### config.mk
export PLATFORM = sky130hd
export DESIGN_NAME = regfile_scoreboard
export DESIGN_NICKNAME = d
export VERILOG_FILES = /design/src/rtl/regfile_pkg.sv /design/src/rtl/regfile_scoreboard_onehot_dec.sv /design/src/rtl/regfile_scoreboard.sv
export SDC_FILE = /design/constraint.sdc
export NUM_CORES = 1
export LEC_CHECK = 0
export BUFFER_PORTS_ARGS = -buffer_cell sky130_fd_sc_hd__buf_2
export CAP_MARGIN = 20
export CORE_MARGIN = 2
export CORE_UTILIZATION = 50
export DETAILED_ROUTE_END_ITERATION = 16
export PLACE_DENSITY_LB_ADDON = 0.2
export SLEW_MARGIN = 20
export SYNTH_ARGS = -nofsm -noshare
export SYNTH_HDL_FRONTEND = slang
export SYNTH_SLANG_ARGS = --single-unit
### constraint.sdc
create_clock -name clk -period 6.45 [get_ports clk]
set_clock_uncertainty 0.15 [all_clocks]
set_input_delay 0.645 -clock clk [delete_from_list [all_inputs] [get_ports clk]]
set_output_delay 0.645 -clock clk [all_outputs]
set_load 0.01 [all_outputs]
### src/rtl/regfile_pkg.sv
// ============================================================================
// Module : regfile_pkg
// Brief  : Shared defaults and helpers for the register scoreboard.
// Rev    : 1.0
// ============================================================================
`default_nettype none

package regfile_pkg;

    localparam int DEFAULT_NREGS    = 32;
    localparam int DEFAULT_ZERO_REG = 1;

    // Count must reach NREGS itself, hence one bit beyond the address width.
    function automatic int cnt_width(input int nregs);
        return $clog2(nregs) + 1;
    endfunction

endpackage

`default_nettype wire

### src/rtl/regfile_scoreboard_onehot_dec.sv
// ============================================================================
// Module : onehot_dec
// Brief  : Enable-gated binary-to-one-hot decoder.
// Rev    : 1.0
// ============================================================================
`default_nettype none

module onehot_dec #(
    parameter int N  = 32,
    parameter int AW = $clog2(N)
) (
    input  logic          en,
    input  logic [AW-1:0] sel,
    output logic [N-1:0]  onehot
);

    genvar i;
    generate
        for (i = 0; i < N; i++) begin : g_bit
            assign onehot[i] = en && (sel == AW'(i));
        end
    endgenerate

endmodule

`default_nettype wire

### src/rtl/regfile_scoreboard.sv
// ============================================================================
// Module : regfile_scoreboard
// Brief  : Registered writeback one-hot decoder plus RAW/WAW busy scoreboard.
// Rev    : 1.0
// ============================================================================
`default_nettype none

module regfile_scoreboard
    import regfile_pkg::*;
#(
    parameter int NREGS    = DEFAULT_NREGS,
    parameter int AW       = $clog2(NREGS),
    parameter int ZERO_REG = DEFAULT_ZERO_REG
) (
    input  logic                        clk,
    input  logic                        reset,
    input  logic                        issue_valid,
    input  logic                        issue_we,
    input  logic [AW-1:0]               issue_rs,
    input  logic [AW-1:0]               issue_rt,
    input  logic [AW-1:0]               issue_rd,
    output logic                        issue_stall,
    output logic                        issue_fire,
    input  logic                        wb_en,
    input  logic [AW-1:0]               wb_addr,
    output logic [NREGS-1:0]            wen_onehot,
    output logic [NREGS-1:0]            busy,
    output logic [cnt_width(NREGS)-1:0] pend_cnt
);

    localparam int CW = cnt_width(NREGS);

    logic [NREGS-1:0] busy_q, busy_d;
    logic [NREGS-1:0] wen_q;
    logic [CW-1:0]    pend_q, pend_d;
    logic [NREGS-1:0] w_busy_eff;
    logic [NREGS-1:0] w_set_vec, w_clr_vec;
    logic             w_set_en, w_clr_en;

    // Hazard check sees an empty scoreboard while reset is held.
    assign w_busy_eff  = reset ? '0 : busy_q;
    assign issue_stall = issue_valid &&
                         (w_busy_eff[issue_rs] || w_busy_eff[issue_rt] ||
                          (issue_we && w_busy_eff[issue_rd]));
    assign issue_fire  = issue_valid && !issue_stall;

    assign w_set_en = issue_fire && issue_we &&
                      !((ZERO_REG != 0) && (issue_rd == '0));
    assign w_clr_en = wb_en && !((ZERO_REG != 0) && (wb_addr == '0));

    onehot_dec #(.N(NREGS), .AW(AW)) u_set_dec (
        .en     (w_set_en),
        .sel    (issue_rd),
        .onehot (w_set_vec)
    );

    onehot_dec #(.N(NREGS), .AW(AW)) u_clr_dec (
        .en     (w_clr_en),
        .sel    (wb_addr),
        .onehot (w_clr_vec)
    );

    // Set is applied after clear so a same-register collision stays busy.
    always_comb begin
        busy_d = (busy_q & ~w_clr_vec) | w_set_vec;
        pend_d = '0;
        for (int i = 0; i < NREGS; i++) begin
            pend_d = pend_d + CW'(busy_d[i]);
        end
    end

    always_ff @(posedge clk) begin
        if (reset) begin
            busy_q <= '0;
            wen_q  <= '0;
            pend_q <= '0;
        end else begin
            busy_q <= busy_d;
            wen_q  <= w_clr_vec;
            pend_q <= pend_d;
        end
    end

    assign busy       = busy_q;
    assign wen_onehot = wen_q;
    assign pend_cnt   = pend_q;

endmodule

`default_nettype wire

==> summary.md <==
| Metric | Value |
|---|---|
| Register area share after synthesis | `31.8%` |
| Worst Setup End Kind | `flip-flop` |
| Worst path arrival time | `6840 ps` |
| Pre-antenna DRT Iters | `5` |
| Number of synthesized flops with an enable pin | `0` |
| Die span in y | `around 98 µm` |
| Via/cell ratio | `just over 6` |
| Result of the run | `finished with violations` |
| Worst vdd ir | `0.000117 V` |
| Clock tree from TritonCTS | `built` |
| Critical Path Start Type | `input port` |
| Number of nets with antenna violations after detailed routing | `0` |
| Startpoint of the lowest-slack hold path | `wb_addr[0]` |
| Worst path required time | `approximately 6500 ps` |
| Total power after layout | `0.000957 W` |
| Worst min path class | `input port to flip-flop` |
| Global placer's final weighted congestion | `1.01` |
| Core Box Area | `about 0.0086 mm²` |
| Diode insertion count for antenna repair | `0` |
| Wire length of the first global-routing pass | `around 24 mm` |
| Storage element area | `roughly 0.0014 mm²` |
| Grt met3 use | `under 10%` |
| Total number of yosys warnings | `0` |
| Share of final-layout standard cells stronger than drive strength 1 | `between 30% and 40%` |
| R2R Path Start | `busy[7]` |
| Site row count | `34` |
| Cell variety after synth | `50` |
| Cell count after synthesis | `about 490` |
| Slack of the worst reg-to-reg path | `-260 ps` |
| Total global-route track usage | `32.6%` |
| Count of buffers from port buffering | `96` |
| Max Fanout on Critical Path | `5` |
| Busiest layer in global routing | `met2` |
| Count of placed standard cells in the final layout, fillers left out | `around 760` |
| Worst max-slew margin expressed relative to the limit | `between 50% and 60%` |
| Clock H-tree levels | `3` |
| Global routing met2 resource utilization | `about half` |
| Final core utilization | `68.2%` |
| Number of inserted filler cells in the final layout | `717` |
| Async S/R FF share, synth | `0%` |
| Setup repair after global routing missed its margin | `true` |
| Critical path startpoint | `issue_rt[1]` |
| Clock transition at the register clock pins on the worst setup and hold paths after CTS | `around 80 ps` |
| Insertion delay of the later-clocked pin in the worst-skew pair | `350 ps` |
| Total negative slack for setup checks | `-829 ps` |
| Primary FF master, synth | `dfxtp_1` |
| Final Net Count | `a little over 700` |
| Grt met1 use | `around 43%` |
| Number of buffers added to fix hold violations after cts | `0` |
| Total I/O pin count | `97` |
| Initial antenna violation count | `0` |
| Routed WL per cell | `between 20 and 25 µm` |
| Floorplan die area | `approximately 0.0096 mm²` |
| Final critical-path required period | `roughly 6800 ps` |
| Most common library cell in the layout ignoring fill and taps | `buf_2` |
| Via count of the first global-routing pass | `between 4000 and 5000` |
| Post-synthesis average cell area | `between 9 and 10 µm²` |
| Maximum frequency from static timing analysis | `0.148 GHz` |
| Syn_nets | `543` |
| Overall die width | `about 98 µm` |
| Final number of max-transition violations | `0` |
| Inserted Clock Buffers | `9` |
| Flop and latch count out of synthesis | `70` |
| Leading cell types in the layout, fill and taps excluded | `94 x buf_2, 91 x buf_4, 70 x dfxtp_1` |
| Portion of the clock cycle consumed by the worst path in the final layout | `105%` |
| Final-report setup violation count | `5` |
| PD cells | `around 160 mW/mm²` |
| Critical setup path kind | `input port to flip-flop` |
| Initial core utilization | `51.1%` |
| Number of endpoints with negative hold slack in the final report | `0` |
| Remaining Overflow, GRT | `0` |
| Largest net degree at the start of global routing | `34` |
| Worst slew pin tran | `between 600 and 700 ps` |
| Buffer depth of the longest clock path | `2` |
| Total via count in the routed design | `4667` |
| Setup slack of the critical path after layout | `-305 ps` |
| Number of clock sinks | `70` |
| Multi-input combinational cell area | `around 0.0028 mm²` |
| Minimum setup slack after placement | `-776 ps` |
| Drt first-iter violations | `slightly below 600` |
| Sum of net half-perimeters after detailed placement | `between 10 and 15 mm` |
| Number of placed instances with taps included | `740` |
| Leakage Power | `about 2.7 nW` |
| Cell area after technology mapping | `approximately 0.0044 mm²` |
| Violated checks | `negative setup slack` |
| Post-detailed-routing wire length | `about 16 mm` |
| Drc violations | `0` |
| Max capacitance violation total | `0` |
| Layout Area Growth over Synthesis | `33.5%` |
| Root buffer selected by CTS | `clkbuf_8` |
-- cells by family (layout without fill, tap and decap cells) --
logic type      count (synthesis)  count (layout)  share of synthesized area (%)
flops                          70              70                           31.8
fa+ha+maj                      31              31                           12.9
compound gates                128             128                           20.9
other cells                     1               1                         0.0850
xor+xnor                        3               3                          0.596
buf+inv                        73             239                           6.55
mux                            39              39                           11.5
simple gates                  142             142                           15.7
-- worst max-delay path, cell delays in order --
cell      delay (ps)
buf_12           100
mux4_2           490
mux2_4           300
a221oi_4         300
o22a_2           220
nand4_1          160
buf_6            180
buf_4            130
o31ai_1          290
fa_1             500
fa_2             560
fa_2             440
fa_2             540
fa_1             420
inv_2             70
fa_2             430
inv_2             90
ha_4             140
inv_2             40
fa_2             350
inv_1             80
a21o_1           130
a21oi_2           60
xor2_1           140
nor2_1            50
-- cells in the mapped netlist, drive strengths merged, types with 2 or more instances --
library cell | instances | area (µm²)
dfxtp | 70 | 1400
nor2 | 55 | 206
inv | 35 | 131
o21ai | 33 | 165
mux2i | 26 | 260
clkbuf | 24 | 90.1
fa | 24 | 480
o22ai | 21 | 131
o31a | 17 | 149
nand2 | 16 | 60.1
buf | 14 | 67.6
nand2b | 14 | 87.6
nand3 | 13 | 65.1
nor2b | 13 | 81.3
or3 | 11 | 68.8
a21oi | 10 | 50.1
mux4 | 9 | 203
o31ai | 9 | 67.6
o221ai | 8 | 70.1
ha | 7 | 87.6
a221oi | 5 | 56.3
or2 | 5 | 31.3
and2 | 4 | 25.0
mux2 | 4 | 45.0
nor3 | 4 | 20.0
a22o | 3 | 26.3
o21a | 3 | 22.5
xor2 | 3 | 26.3
a21o | 2 | 15.0
a22oi | 2 | 15.0
a41oi | 2 | 17.5
and3 | 2 | 12.5
nand4 | 2 | 12.5
nor3b | 2 | 15.0
o211ai | 2 | 15.0
o32ai | 2 | 32.5
-- power by group --
group          internal [W]  switching (W)
Sequential         0.000435     0.00000131
Combinational     0.0000590      0.0000865
Clock              0.000191       0.000185
-- routing by layer --
| metal | part of all wire, % | vias to the layer above |
|---|---|---|
| met4 | 4.3 | 0 |
| li1 | - | 2063 |
| met3 | 11 | 59 |
| met5 | 0 | - |
| met1 | 39 | 2211 |
| met2 | 46 | 334 |
-- worst paths after layout --
check,endpoint,depth (start not counted)
setup / recovery,pend_cnt[4],25
hold / removal,wen_onehot[23],3
hold reg to reg,busy[0],3
setup reg to reg,pend_cnt[4],24
-- repair_timing --
| action | in CTS | in global routing |
|---|---|---|
| setup endpoints to repair | 5 | 5 |
| hold endpoints to repair | 0 | 0 |
| pin swaps | 7 | 13 |
| gates resized for setup | 14 | 13 |
| buffers inserted | 3 | 3 |
-- flip-flops by register name, indices dropped and copies added, names as in the netlist --
signal,count
busy,32
pend_cnt,6
wen_onehot,32
-- per-stage QoR --
stage	hold WS [ps]	instance area (µm²)
after floorplan	383	4450
after global placement	498	5550
after detailed placement	480	5550
after CTS	493	5830
after global routing	536	5890
final	516	5890
-- layout make-up --
type	count	area share (%)
clock buffers	10	2.34
clock inverters	6	1.17
inverters	35	2.23
multi-input cells	344	47.7
flip-flops and latches	70	23.8
well taps	108	2.29
repair buffers	188	20.5
Note: power is estimated with default switching activity, not from simulation.
